### src/rtl/multi_object_frame_encoder_if.sv
// Signal bundle between the frame encoder, its rotator and the frame SRAM.
// The encoder takes the slave view; the driver of the block (sequencer, rotator, SRAM) takes master.
interface multi_object_frame_encoder_if #(
    parameter int unsigned NUM_OBJ = 4,
    parameter int unsigned ANG_W   = 9,
    parameter int unsigned DATA_W  = 16,
    parameter int unsigned ADDR_W  = 20,
    parameter int unsigned PIX_W   = 10
);
    logic                       i_start;
    logic                       i_abort;
    logic [NUM_OBJ-1:0]         i_obj_en;
    logic [NUM_OBJ*ANG_W-1:0]   i_angles;
    logic                       o_rot_start;
    logic [ANG_W-1:0]           o_rot_angle;
    logic [3:0]                 o_rot_obj;
    logic [PIX_W-1:0]           o_rot_pix;
    logic                       i_rot_valid;
    logic [DATA_W-1:0]          i_rot_pixel;
    logic                       i_rot_opaque;
    logic                       o_sram_we;
    logic [ADDR_W-1:0]          o_sram_addr;
    logic [DATA_W-1:0]          o_sram_data;
    logic                       i_sram_ready;
    logic                       o_busy;
    logic                       o_done;

    modport slave (
        input  i_start, i_abort, i_obj_en, i_angles, i_rot_valid, i_rot_pixel, i_rot_opaque,
               i_sram_ready,
        output o_rot_start, o_rot_angle, o_rot_obj, o_rot_pix, o_sram_we, o_sram_addr,
               o_sram_data, o_busy, o_done
    );

    modport master (
        output i_start, i_abort, i_obj_en, i_angles, i_rot_valid, i_rot_pixel, i_rot_opaque,
               i_sram_ready,
        input  o_rot_start, o_rot_angle, o_rot_obj, o_rot_pix, o_sram_we, o_sram_addr,
               o_sram_data, o_busy, o_done
    );
endinterface

### src/rtl/multi_object_frame_encoder.sv
// Walks enabled sprite objects pixel by pixel, requests each rotated pixel and writes the
// opaque ones to SRAM at BASE_ADDR + obj*IMG_SIZE^2 + pix.
module multi_object_frame_encoder #(
    parameter int unsigned NUM_OBJ   = 4,
    parameter int unsigned IMG_SIZE  = 32,
    parameter int unsigned ANG_W     = 9,
    parameter int unsigned DATA_W    = 16,
    parameter int unsigned ADDR_W    = 20,
    parameter int unsigned BASE_ADDR = 0
) (
    input  logic                          i_clk,
    input  logic                          i_rst_n,
    multi_object_frame_encoder_if.slave   bus
);
    localparam int unsigned NPIX  = IMG_SIZE * IMG_SIZE;
    localparam int unsigned PIX_W = (IMG_SIZE > 1) ? 2 * $clog2(IMG_SIZE) : 1;
    localparam int unsigned OBJ_W = $clog2(NUM_OBJ + 1);

    typedef enum logic [2:0] {StIdle, StSeek, StIssue, StWait, StWrite, StDone} state_e;

    state_e                   state_q, state_d;
    logic [NUM_OBJ-1:0]       obj_en_q, obj_en_d;
    logic [NUM_OBJ*ANG_W-1:0] angles_q, angles_d;
    logic [OBJ_W-1:0]         obj_idx_q, obj_idx_d;
    logic [PIX_W-1:0]         pix_cnt_q, pix_cnt_d;
    logic [DATA_W-1:0]        data_q, data_d;
    logic                     cur_en;
    logic [ANG_W-1:0]         cur_angle;
    logic                     advance;

    // Enable bit and angle of the current object; an index of NUM_OBJ selects nothing.
    always_comb begin
        cur_en    = 1'b0;
        cur_angle = '0;
        for (int unsigned k = 0; k < NUM_OBJ; k++) begin
            if (obj_idx_q == OBJ_W'(k)) begin
                cur_en    = obj_en_q[k];
                cur_angle = angles_q[k*ANG_W +: ANG_W];
            end
        end
    end

    always_comb begin
        state_d   = state_q;
        obj_en_d  = obj_en_q;
        angles_d  = angles_q;
        obj_idx_d = obj_idx_q;
        pix_cnt_d = pix_cnt_q;
        data_d    = data_q;
        advance   = 1'b0;
        unique case (state_q)
            StIdle: begin
                if (bus.i_start) begin
                    obj_en_d  = bus.i_obj_en;
                    angles_d  = bus.i_angles;
                    obj_idx_d = '0;
                    pix_cnt_d = '0;
                    state_d   = StSeek;
                end
            end
            StSeek: begin
                if (obj_idx_q == OBJ_W'(NUM_OBJ)) begin
                    state_d = StDone;
                end else if (cur_en) begin
                    pix_cnt_d = '0;
                    state_d   = StIssue;
                end else begin
                    obj_idx_d = obj_idx_q + OBJ_W'(1);
                end
            end
            StIssue: state_d = StWait;
            StWait: begin
                if (bus.i_rot_valid) begin
                    if (bus.i_rot_opaque) begin
                        data_d  = bus.i_rot_pixel;
                        state_d = StWrite;
                    end else begin
                        advance = 1'b1;
                    end
                end
            end
            StWrite: advance = bus.i_sram_ready;
            StDone:  state_d = StIdle;
            default: state_d = StIdle;
        endcase

        if (advance) begin
            if (pix_cnt_q == PIX_W'(NPIX - 1)) begin
                obj_idx_d = obj_idx_q + OBJ_W'(1);
                state_d   = StSeek;
            end else begin
                pix_cnt_d = pix_cnt_q + PIX_W'(1);
                state_d   = StIssue;
            end
        end

        // Abort wins over any rotator or SRAM handshake completing in the same cycle.
        if (bus.i_abort && (state_q != StIdle)) begin
            state_d = StIdle;
        end
    end

    always_ff @(posedge i_clk or negedge i_rst_n) begin
        if (!i_rst_n) begin
            state_q   <= StIdle;
            obj_en_q  <= '0;
            angles_q  <= '0;
            obj_idx_q <= '0;
            pix_cnt_q <= '0;
            data_q    <= '0;
        end else begin
            state_q   <= state_d;
            obj_en_q  <= obj_en_d;
            angles_q  <= angles_d;
            obj_idx_q <= obj_idx_d;
            pix_cnt_q <= pix_cnt_d;
            data_q    <= data_d;
        end
    end

    assign bus.o_busy      = (state_q != StIdle);
    assign bus.o_done      = (state_q == StDone);
    assign bus.o_rot_start = (state_q == StIssue);
    assign bus.o_rot_angle = cur_angle;
    assign bus.o_rot_obj   = 4'(obj_idx_q);
    assign bus.o_rot_pix   = pix_cnt_q;
    assign bus.o_sram_we   = (state_q == StWrite);
    assign bus.o_sram_data = data_q;
    // Gated in IDLE so a nonzero BASE_ADDR never shows while the block is at rest.
    assign bus.o_sram_addr = bus.o_busy ?
        (ADDR_W'(BASE_ADDR) + ADDR_W'(obj_idx_q) * ADDR_W'(NPIX) + ADDR_W'(pix_cnt_q)) : '0;
endmodule
### src/flat_wrapper.sv
// flat-port wrapper written by rule: the top's interface ports become plain ports
module multi_object_frame_encoder_flat 
#(
    parameter int unsigned NUM_OBJ   = 4,
    parameter int unsigned IMG_SIZE  = 32,
    parameter int unsigned ANG_W     = 9,
    parameter int unsigned DATA_W    = 16,
    parameter int unsigned ADDR_W    = 20,
    parameter int unsigned BASE_ADDR = 0
)
  (i_clk, i_rst_n, bus_i_start, bus_i_abort, bus_i_obj_en, bus_i_angles, bus_i_rot_valid, bus_i_rot_pixel, bus_i_rot_opaque, bus_i_sram_ready, bus_o_rot_start, bus_o_rot_angle, bus_o_rot_obj, bus_o_rot_pix, bus_o_sram_we, bus_o_sram_addr, bus_o_sram_data, bus_o_busy, bus_o_done);
  multi_object_frame_encoder_if #(.NUM_OBJ(NUM_OBJ), .ANG_W(ANG_W), .DATA_W(DATA_W), .ADDR_W(ADDR_W)) bus_i ();
  input  logic i_clk;
  input  logic i_rst_n;
  input wire logic [$bits(bus_i.i_start)-1:0] bus_i_start;
  input wire logic [$bits(bus_i.i_abort)-1:0] bus_i_abort;
  input wire logic [$bits(bus_i.i_obj_en)-1:0] bus_i_obj_en;
  input wire logic [$bits(bus_i.i_angles)-1:0] bus_i_angles;
  input wire logic [$bits(bus_i.i_rot_valid)-1:0] bus_i_rot_valid;
  input wire logic [$bits(bus_i.i_rot_pixel)-1:0] bus_i_rot_pixel;
  input wire logic [$bits(bus_i.i_rot_opaque)-1:0] bus_i_rot_opaque;
  input wire logic [$bits(bus_i.i_sram_ready)-1:0] bus_i_sram_ready;
  output wire logic [$bits(bus_i.o_rot_start)-1:0] bus_o_rot_start;
  output wire logic [$bits(bus_i.o_rot_angle)-1:0] bus_o_rot_angle;
  output wire logic [$bits(bus_i.o_rot_obj)-1:0] bus_o_rot_obj;
  output wire logic [$bits(bus_i.o_rot_pix)-1:0] bus_o_rot_pix;
  output wire logic [$bits(bus_i.o_sram_we)-1:0] bus_o_sram_we;
  output wire logic [$bits(bus_i.o_sram_addr)-1:0] bus_o_sram_addr;
  output wire logic [$bits(bus_i.o_sram_data)-1:0] bus_o_sram_data;
  output wire logic [$bits(bus_i.o_busy)-1:0] bus_o_busy;
  output wire logic [$bits(bus_i.o_done)-1:0] bus_o_done;
  assign bus_i.i_start = bus_i_start;
  assign bus_i.i_abort = bus_i_abort;
  assign bus_i.i_obj_en = bus_i_obj_en;
  assign bus_i.i_angles = bus_i_angles;
  assign bus_i.i_rot_valid = bus_i_rot_valid;
  assign bus_i.i_rot_pixel = bus_i_rot_pixel;
  assign bus_i.i_rot_opaque = bus_i_rot_opaque;
  assign bus_i.i_sram_ready = bus_i_sram_ready;
  assign bus_o_rot_start = bus_i.o_rot_start;
  assign bus_o_rot_angle = bus_i.o_rot_angle;
  assign bus_o_rot_obj = bus_i.o_rot_obj;
  assign bus_o_rot_pix = bus_i.o_rot_pix;
  assign bus_o_sram_we = bus_i.o_sram_we;
  assign bus_o_sram_addr = bus_i.o_sram_addr;
  assign bus_o_sram_data = bus_i.o_sram_data;
  assign bus_o_busy = bus_i.o_busy;
  assign bus_o_done = bus_i.o_done;
  multi_object_frame_encoder #(.NUM_OBJ(NUM_OBJ), .IMG_SIZE(IMG_SIZE), .ANG_W(ANG_W), .DATA_W(DATA_W), .ADDR_W(ADDR_W), .BASE_ADDR(BASE_ADDR)) u_core (.i_clk(i_clk), .i_rst_n(i_rst_n), .bus(bus_i));
endmodule
### config.mk
export PLATFORM = sky130hd
export DESIGN_NAME = multi_object_frame_encoder_flat
export DESIGN_NICKNAME = d
export VERILOG_FILES = /design/src/rtl/multi_object_frame_encoder_if.sv /design/src/rtl/multi_object_frame_encoder.sv /design/src/flat_wrapper.sv
export SDC_FILE = /design/constraint.sdc
export NUM_CORES = 1
export LEC_CHECK = 0
export CELL_PAD_IN_SITES_DETAIL_PLACEMENT = 2
export CELL_PAD_IN_SITES_GLOBAL_PLACEMENT = 2
export CORE_ASPECT_RATIO = 1.4
export CORE_MARGIN = 2
export CORE_UTILIZATION = 28
export CTS_CLUSTER_SIZE = 20
export DETAILED_ROUTE_END_ITERATION = 7
export PLACE_DENSITY_LB_ADDON = 0.1
export SLEW_MARGIN = 20
export SYNTH_ARGS = -nofsm -noshare
export SYNTH_HDL_FRONTEND = slang
export SYNTH_SLANG_ARGS = --single-unit
### constraint.sdc
create_clock -name i_clk -period 2.26 [get_ports i_clk]
set_clock_uncertainty 0.05 [all_clocks]
set_input_delay 0.339 -clock i_clk [delete_from_list [all_inputs] [get_ports i_clk]]
set_output_delay 0.339 -clock i_clk [all_outputs]
set_load 0.1 [all_outputs]
==> flow_metrics.py <==
metrics = {
    "grt": {
        "grt_max_degree": 43,
        "grt_pass1_vias": 3455,
        "gr-total-overflow": 0,
        "grtUsageTotal_pct": 17.4,
        "antenna_found_initial": 0,
        "grt_first_pass_wirelength_um": 18800,
    },
    "logic_synthesis": {
        "synth_seq_cells": 72,
        "syn_inst": 313,
        "synth.distinct_cells": 50,
        "synth-compound-area-share_pct": 12.6,
        "async_flop_share_pct": 100,
        "synth_warnings": 0,
        "yosys-mux-area-fraction_pct": 17.8,
        "synthTopCellsByArea": "dfrtp_1 (50%), mux2_2 (17%), buf_4 (2.9%), nand2_1 (2.5%), a22o_1 (2.4%)",
        "synth-simple-area-share_pct": 11.3,
        "yosysMostFrequentCell": "dfrtp_1",
        "syn_avg_cell_area_um2": 11.5,
        "synthTopCellsByCount": "dfrtp_1 (72), mux2_2 (54), nand2_1 (24)",
        "synth_adder_area_share_pct": 2.09,
        "synth_area_mm2": 0.00360,
        "yosys.area.top_type_share_pct": 50.1,
        "synth-edff-count": 0,
        "synthXorXnorAreaFrac_pct": 0.730,
        "synth_top_area_cell": "dfrtp_1",
        "synth_top_family_by_area": "multiplexers",
        "yosysSeqAreaShare_pct": 50.1,
        "ys.flop_type": "dfrtp_1",
    },
    "clocking": {
        "cts-htree-levels": 3,
        "cts_tree": "done",
        "numCtsBuffers": 9,
        "clk_latency_ps": 340,
        "root_buffer": "clkbuf_16",
        "cts.clk_slew.worst_paths_ps": 60,
        "clkSinkCount": 72,
        "clock_path_buffers": 2,
    },
    "timing": {
        "drv_slew": 0,
        "fin_crit_sh_pct": 103,
        "worstMarginPinSlew_ps": 612,
        "rsz0062_at_grt": "yes",
        "setup_ws_ps": -75.5,
        "period_minus_slack_ps": 2340,
        "hold_ws_ps": 459,
        "timing.final.hold_violations": 0,
        "setup_viol": 9,
        "fmax_mhz": 428,
        "max-slew-margin-rel_pct": 59.2,
    },
    "status": {
        "violations": "setup timing",
        "status": "finished with violations",
    },
    "route": {
        "wl_per_cell_um": 18.9,
        "ant_nets": 0,
        "first_pass_iters": 4,
        "drc": 0,
        "via_count": 3019,
        "drt_wl_total_um": 11500,
        "drt_iter0_drc": 51,
        "via_per_inst": 4.96,
    },
    "placed_design": {
        "placed_cell_area_mm2": 0.00532,
        "dp.cells": 583,
        "place_congestion": 0.765,
        "place_ws_ps": -44.8,
        "dp_hpwl_um": 8060,
        "io_buffers": 117,
    },
    "setup_path": {
        "worst-r2r-cell-count": 8,
        "cp-start-kind": "flip-flop",
        "slowest_delay_ps": 520,
        "crit_path_cell_trace": "inv_4 -> ha_4 -> nor2b_4 -> buf_6 -> a22oi_2 -> o21ai_1 -> a22o_2 -> buf_12",
        "cp_max_fo": 5,
        "worstSetupPathType": "flip-flop to output pin",
        "crit_path_start": "u_core.obj_idx_q[0]",
        "required_ps": 1870,
        "slowest_stage": "dfrtp_4",
        "crit_path_end_kind": "output pin",
        "arrival_ps": 1950,
        "reg2reg_from": "u_core.obj_idx_q[0]",
    },
    "floorplanning": {
        "chipWidth_um": 99.8,
        "std_cell_rows": 49,
        "die_y_um": 138,
        "die_area_mm2": 0.0138,
        "initial_core_util_pct": 28.4,
        "io_pins": 126,
        "core_mm2": 0.0127,
    },
    "final_layout": {
        "finalInstanceArea_mm2": 0.00582,
        "drive_gt1_share_pct": 46.9,
        "diodes": 0,
        "synthToLayoutAreaGrowth_pct": 61.8,
        "nFillCells": 1300,
        "fin_nets": 521,
        "stdcell_count": 609,
    },
    "hold_path": {
        "whs_path_depth": 1,
        "hp-class": "flip-flop to flip-flop",
        "hold_start": "u_core.bus.o_sram_data[4]",
    },
    "job": {
        "maxCapViolations": 0,
    },
}
==> sequential cells by signal, indices dropped and copies added, names as in the netlist <==
signal                  count
u_core.angles_q            36
u_core.bus.o_sram_data     16
u_core.bus.o_rot_pix       10
u_core.obj_en_q             4
u_core.obj_idx_q            3
u_core.state_q              3
==> cell families (layout without fill, tap and decap cells) <==
group                      Yosys count  in the layout
adders and majority gates            6              6
DFF                                 72             72
buffers and inverters               35            171
other                                1              8
xor gates and xnor gates             3              3
and+or+nand+nor                     78             78
muxes                               57             57
AOI/OAI and AO/OA                   61             61
==> path summary, 6_finish.rpt <==
check                                             endpoint  slack [ps]
worst max-delay path                    bus_o_rot_angle[0]         -80
worst min-delay path             u_core.bus.o_sram_data[4]         460
worst max register to register           u_core.state_q[2]          50
worst min register to register   u_core.bus.o_sram_data[4]         460
max in group asynchronous       u_core.bus.o_sram_data[11]        1050
min in group asynchronous              u_core.angles_q[20]         510
==> through the flow <==
stage               utilization [%]  TNS, ps
floorplan                         -     -662
global placement               41.9        0
finish                         45.9     -497
CTS                            45.0     -948
detailed placement             41.9    -64.4
global route                   45.9    -1490
==> layout by cell type, fill, tap and decap left out, types with 3 or more instances in the layout <==
master,count
a21oi_1,3
dfrtp_2,4
mux2_2,54
buf_6,5
a22o_4,8
buf_12,29
ha_4,3
nand3_1,6
o21ai_2,5
nor2_1,10
buf_4,49
and2_2,8
o31ai_1,3
nor3_1,3
nand2_1,24
nand4_1,4
clkbuf_16,9
dfrtp_4,3
conb_1,8
o211ai_1,4
nand2b_1,3
o21ai_1,4
and2_1,4
clkinv_2,4
o21ai_0,3
inv_2,3
inv_1,6
dfrtp_1,65
a22oi_2,9
clkdlybuf4s50_1,61
==> layer usage <==
| metal | up-vias | GRT usage, % | routed length (um) |
|---|---|---|---|
| met2 | 77 | 30.8 | 6220 |
| met1 | 1538 | 20.9 | 4670 |
| met5 | - | 0 | 0 |
| met3 | 16 | 3.19 | 459 |
| li1 | 1388 | - | - |
| met4 | 0 | 6.49 | 184 |
==> critical path: cells and delay by family, from the launching register on <==
kind | cells | cell delay (ps)
adders and majority gates | 1 | 130
buffers and inverters | 3 | 410
AOI/OAI and AO/OA | 3 | 380
DFF | 1 | 520
and+or+nand+nor | 1 | 180
==> final cells by class <==
type	count	area [um^2]	area share, %
flip-flops and latches	72	1820	31.2
clock inverters	6	36.3	0.623
multi-input cells	213	1880	32.3
clock buffers	9	225	3.87
repair buffers	145	1630	27.9
well taps	153	191	3.29
inverters	11	48.8	0.838
==> what timing repair did <==
item / 4_1_cts / 5_1_grt
endpoints found under the hold margin: 37 / 0
setup endpoints to repair: 19 / 13
gates cloned: 2 / 0
setup buffers: 3 / 5
pin swaps: 4 / 24
gates resized for setup: 22 / 17
hold buffers: 1 / 0
Power is left out: the tool's default activity adds up to more than one toggle a clock period on the data nets, which glitch-free logic cannot reach.
==> RTL edit 1: new RTL, config.mk and constraints unchanged <==
`ANG_W` is set to 9 in 3 places; all go to 18.
--- a/src/rtl/multi_object_frame_encoder_if.sv
+++ b/src/rtl/multi_object_frame_encoder_if.sv
@@ -2,7 +2,7 @@
 // The encoder takes the slave view; the driver of the block (sequencer, rotator, SRAM) takes master.
 interface multi_object_frame_encoder_if #(
     parameter int unsigned NUM_OBJ = 4,
-    parameter int unsigned ANG_W   = 9,
+    parameter int unsigned ANG_W   = 18,
     parameter int unsigned DATA_W  = 16,
     parameter int unsigned ADDR_W  = 20,
     parameter int unsigned PIX_W   = 10
--- a/src/rtl/multi_object_frame_encoder.sv
+++ b/src/rtl/multi_object_frame_encoder.sv
@@ -3,7 +3,7 @@
 module multi_object_frame_encoder #(
     parameter int unsigned NUM_OBJ   = 4,
     parameter int unsigned IMG_SIZE  = 32,
-    parameter int unsigned ANG_W     = 9,
+    parameter int unsigned ANG_W     = 18,
     parameter int unsigned DATA_W    = 16,
     parameter int unsigned ADDR_W    = 20,
     parameter int unsigned BASE_ADDR = 0
--- a/src/flat_wrapper.sv
+++ b/src/flat_wrapper.sv
@@ -3,7 +3,7 @@
 #(
     parameter int unsigned NUM_OBJ   = 4,
     parameter int unsigned IMG_SIZE  = 32,
-    parameter int unsigned ANG_W     = 9,
+    parameter int unsigned ANG_W     = 18,
     parameter int unsigned DATA_W    = 16,
     parameter int unsigned ADDR_W    = 20,
     parameter int unsigned BASE_ADDR = 0
Interface: changed (resized bus_i_angles and bus_o_rot_angle); port bits go from 126 to 171. No check against the original RTL was run, so the function may have changed too.
==> RTL edit 1 against the unedited design <==
The run still ends with setup timing left. Wire length up 57%. Utilization up 0.065 points. Setup slack worse by 0.30 ns. Design area up 46%. Worst hold slack worse by 0.0076 ns. Sequential cell count up 36. Fmax down 11%. Cell count up 46%. Area after synthesis up 47%. First-iteration DRC count rose to 2.7 times the old value. Highest routed layer unchanged.
Power is left out: the tool's default activity adds up to more than one toggle a clock period on the data nets, which glitch-free logic cannot reach.
==> RTL edit 1: results <==
metrics = {
    "placed_design": {
        "place.gp.congestion": 0.786,
        "place_worst_setup_slack_ns": -0.0487,
        "dp_hpwl_mm": 12.9,
        "place_inst": 854,
        "place_area_mm2": 0.00785,
        "io_buffer_count": 162,
    },
    "logic_synthesis": {
        "synthTopCellsByCount": "dfrtp_1 (108), mux2_2 (91), nand2_1 (33)",
        "synth_mux_area_frac": 0.202,
        "synth-compound-area-share": 0.116,
        "synthXorXnorAreaFrac": 0.00498,
        "synth.top_cell.area_share": 0.512,
        "syn_avg_cell_area_um2": 11.6,
        "ys_seq_area_frac": 0.512,
        "ys_types": 52,
        "synth-adder-area-share": 0.0142,
        "synth_area_leaders": "dfrtp_1 (51%), mux2_2 (19%), a22oi_1 (2.6%)",
    },
    "drt": {
        "num_vias": 4310,
        "dr.first_iter.drc_count": 136,
        "via_per_inst": 4.84,
    },
    "global_routing": {
        "grt_max_degree": 47,
        "grt_overflow": 0,
        "grt_usage": 0.184,
        "grt_pass1_vias": 4929,
        "grt_pass1_wl_mm": 28.3,
    },
    "status": {
        "violations": "setup timing",
        "status": "finished, violations left",
    },
    "worst_setup_path": {
        "r2r_start": "u_core.obj_idx_q[1]",
        "crit_arrival_ns": 2.25,
        "critPathMaxStageDelay_ns": 0.52,
    },
    "worst_hold_path": {
        "hp-class": "in2async",
    },
    "cells_and_area": {
        "nets": 746,
        "drive_gt1_frac": 0.472,
        "num_antenna_cells": 0,
        "num-fill-cells": 1829,
        "largest_register_ffs": 72,
        "fin_area_mm2": 0.00852,
    },
    "sta": {
        "setup_ws_ns": -0.374,
        "fin_setup_tns_ns": -5.87,
        "worst_pin_slew_ns": 0.632,
        "setup_viol_count_final": 18,
    },
    "clock_network": {
        "h-tree-depth": 3,
        "cts.clk_slew.worst_paths_ns": 0.08,
        "cts_buffers": 9,
    },
}
## RTL edit 1: cell count changes in the layout (fill, tap and decap cells not counted), sizes merged, moves of 7 or more
cell / delta
nand2: +10
o21ai: +16
a22oi: +7
a21oi: +24
mux2: +36
buf: +19
dfrtp: +36
nor2: +16
clkdlybuf4s50: +36
a22o: -9
## RTL edit 1: worst max-delay path: cells and delay by family, from the launching register on
family	cells	cell delay, ns
buffers and inverters	4	0.57
flip-flops	1	0.52
AND/OR/NAND/NOR	2	0.35
AO/OA/AOI/OAI	3	0.30
adder cells (fa/ha/maj)	1	0.13
## RTL edit 1: repair_timing
action | 4_1_cts | 5_1_grt
hold buffers | 1 | 0
setup endpoints to repair | 28 | 32
cloned | 1 | 3
endpoints found under the hold margin | 28 | 0
resized for setup | 16 | 25
buffers inserted | 5 | 11
pin swaps | 1 | 28
## RTL edit 1: area by class of cell
| class | count | share of cell area |
|---|---|---|
| clock inverters | 7 | 0.0110 |
| flip-flops and latches | 108 | 0.319 |
| multi-input cells | 313 | 0.324 |
| well taps | 244 | 0.0359 |
| inverters | 7 | 0.00411 |
| repair buffers | 202 | 0.279 |
| clock buffers | 9 | 0.0264 |
## RTL edit 1: path summary, 6_finish.rpt
check	end	slack, ns	depth (start not counted)
min reg2reg	u_core.angles_q[54]	0.46	1
min in group i_clk	u_core.angles_q[54]	0.46	1
max reg2reg	u_core.obj_idx_q[1]	0.11	8
max	bus_o_rot_angle[9]	-0.37	10
max in group asynchronous	u_core.angles_q[18]	1.10	3
min	u_core.angles_q[33]	0.45	2
## RTL edit 1: layer usage
layer / up-vias / wire length, um / global-route usage
met2: 115 / 9620 / 0.335
met1: 2200 / 7400 / 0.220
met4: 0 / 293 / 0.0404
met5: - / 0 / 0
li1: 1979 / - / -
met3: 16 / 733 / 0.0377
==> RTL edit 2: new RTL, same settings <==
Made on the original files. `data_q` no longer has a reset.
--- a/src/rtl/multi_object_frame_encoder.sv
+++ b/src/rtl/multi_object_frame_encoder.sv
@@ -107,15 +107,17 @@
             angles_q  <= '0;
             obj_idx_q <= '0;
             pix_cnt_q <= '0;
-            data_q    <= '0;
         end else begin
             state_q   <= state_d;
             obj_en_q  <= obj_en_d;
             angles_q  <= angles_d;
             obj_idx_q <= obj_idx_d;
             pix_cnt_q <= pix_cnt_d;
-            data_q    <= data_d;
         end
+    end
+
+    always_ff @(posedge i_clk) begin
+        data_q <= data_d;
     end
 
     assign bus.o_busy      = (state_q != StIdle);
Function: changed (Yosys sat finds a counterexample within 10 cycles, from zero or initial values and one cycle with i_rst_n low; the reset may be asserted at any time).
==> RTL edit 2 against the unedited design <==
The flow still finishes with violations (setup timing). Cell count is 1.5% lower. Highest routed layer unchanged. Sequential cell count stayed put. Area after synthesis is 1.6% lower. Setup slack worse by 0.0087 ns. Design area is 1.6% higher. Wire length is 2.4% higher. Critical path depth stayed put. Sequential share of layout area is 0.89 points higher.
==> RTL edit 2: results <==
metrics = {
    "status": {
        "status": "finished, violations left",
        "violations": "setup timing",
    },
    "logic_synthesis": {
        "synth_edf_count": 16,
        "synthTopCellsByCount": "dfrtp_1 (56), mux2_2 (38), nand2_1 (23)",
        "ys_seq_area_frac": 0.531,
        "ys_types": 53,
        "synth_area_leaders": "dfrtp_1 (40%), edfxtp_1 (14%), mux2_2 (12%)",
        "async_flop_share": 0.778,
    },
    "placed_design": {
        "place.gp.congestion": 0.726,
        "place_area_mm2": 0.00528,
        "dp_hpwl_mm": 8.05,
        "place_worst_setup_slack_ns": 0.0811,
    },
    "sta": {
        "setup_viol_count_final": 9,
        "fin_setup_tns_ns": -0.634,
        "relSlewSlack": 0.603,
        "setup_ws_ns": -0.0843,
    },
    "worst_hold_path": {
        "worstHoldStart": "u_core.angles_q[18]",
    },
    "drt": {
        "drtAntennaViolNets": 0,
        "wl_per_cell_um": 19.7,
        "dr.first_iter.drc_count": 45,
        "via_per_inst": 4.88,
    },
    "cells_and_area": {
        "nets": 514,
        "drive_gt1_frac": 0.482,
    },
    "worst_setup_path": {
        "crit_slowest_cell": "dfrtp_4",
        "worstPathMaxFanout": 4,
        "rr_worst_depth": 10,
        "path_delay_family": "buffers and inverters",
    },
    "global_routing": {
        "grt_pass1_wl_mm": 18.2,
        "grt_pass1_vias": 3210,
    },
}
RTL edit 2: changes by cell type after synthesis, moves of 3 or more:
cell      delta
o31ai_2      +3
o211ai_2     +3
buf_4        -4
edfxtp_1    +16
dfrtp_1     -16
mux2_2      -16
o211ai_1     -3
o31ai_1      -3
RTL edit 2: worst paths after layout:
check / endpoint / slack (ns)
hold reg to reg: u_core.angles_q[18] / 0.46
hold / removal: u_core.angles_q[18] / 0.46
setup / recovery: bus_o_rot_angle[4] / -0.08
max in group asynchronous: u_core.obj_idx_q[0] / 1.02
min in group asynchronous: u_core.angles_q[21] / 0.51
setup reg to reg: u_core.obj_idx_q[1] / 0.08
RTL edit 2: cell type report:
type / count / area [um^2]
fillers: 1224 / 6390
flip-flops and latches: 72 / 1900
multi-input cells: 197 / 1770
repair buffers: 153 / 1710
clock buffers: 10 / 229
well taps: 150 / 188
clock inverters: 6 / 60.1
inverters: 11 / 48.8
repair inverters: 1 / 7.51
RTL edit 2: timing repair:
item	CTS	global route
pin swaps	13	17
setup endpoints to repair	19	24
hold buffers	1	0
buffers inserted	10	8
gates resized for setup	27	18
endpoints found under the hold margin	23	0
gates cloned	3	1
RTL edit 2: stage by stage:
step,std cells,hold slack [ns]
finish,600,0.461
global route,600,0.478
CTS,592,0.463
detailed placement,562,0.334
global placement,562,0.328
floorplan,303,-0.00659
RTL edit 2: power groups by stage:
stage | registers, mW | clock network (mW) | logic, mW
2_1_floorplan | 2.34 | 0 | 3.35
3_3_place_gp | 2.11 | 0 | 5.12
4_1_cts | 2.13 | 1.44 | 5.59
3_5_place_dp | 2.14 | 0 | 5.18
6_report | 2.14 | 1.39 | 5.78
5_1_grt | 2.21 | 1.49 | 6.10
RTL edit 2: cells by family after synthesis:
logic type      count (synthesis)  synth area share
simple gates                   78             0.119
flops                          72             0.531
compound gates                 61             0.139
mux                            41             0.130
buf+inv                        34            0.0512
fa+ha+maj                       6            0.0212
xor+xnor                        3           0.00742
other cells                     1           0.00106
RTL edit 2: metal layers:
metal / global-route usage / wire length (um)
met1: 0.204 / 4450
met2: 0.326 / 6800
met3: 0.0301 / 379
met4: 0.0548 / 177
met5: 0 / 0
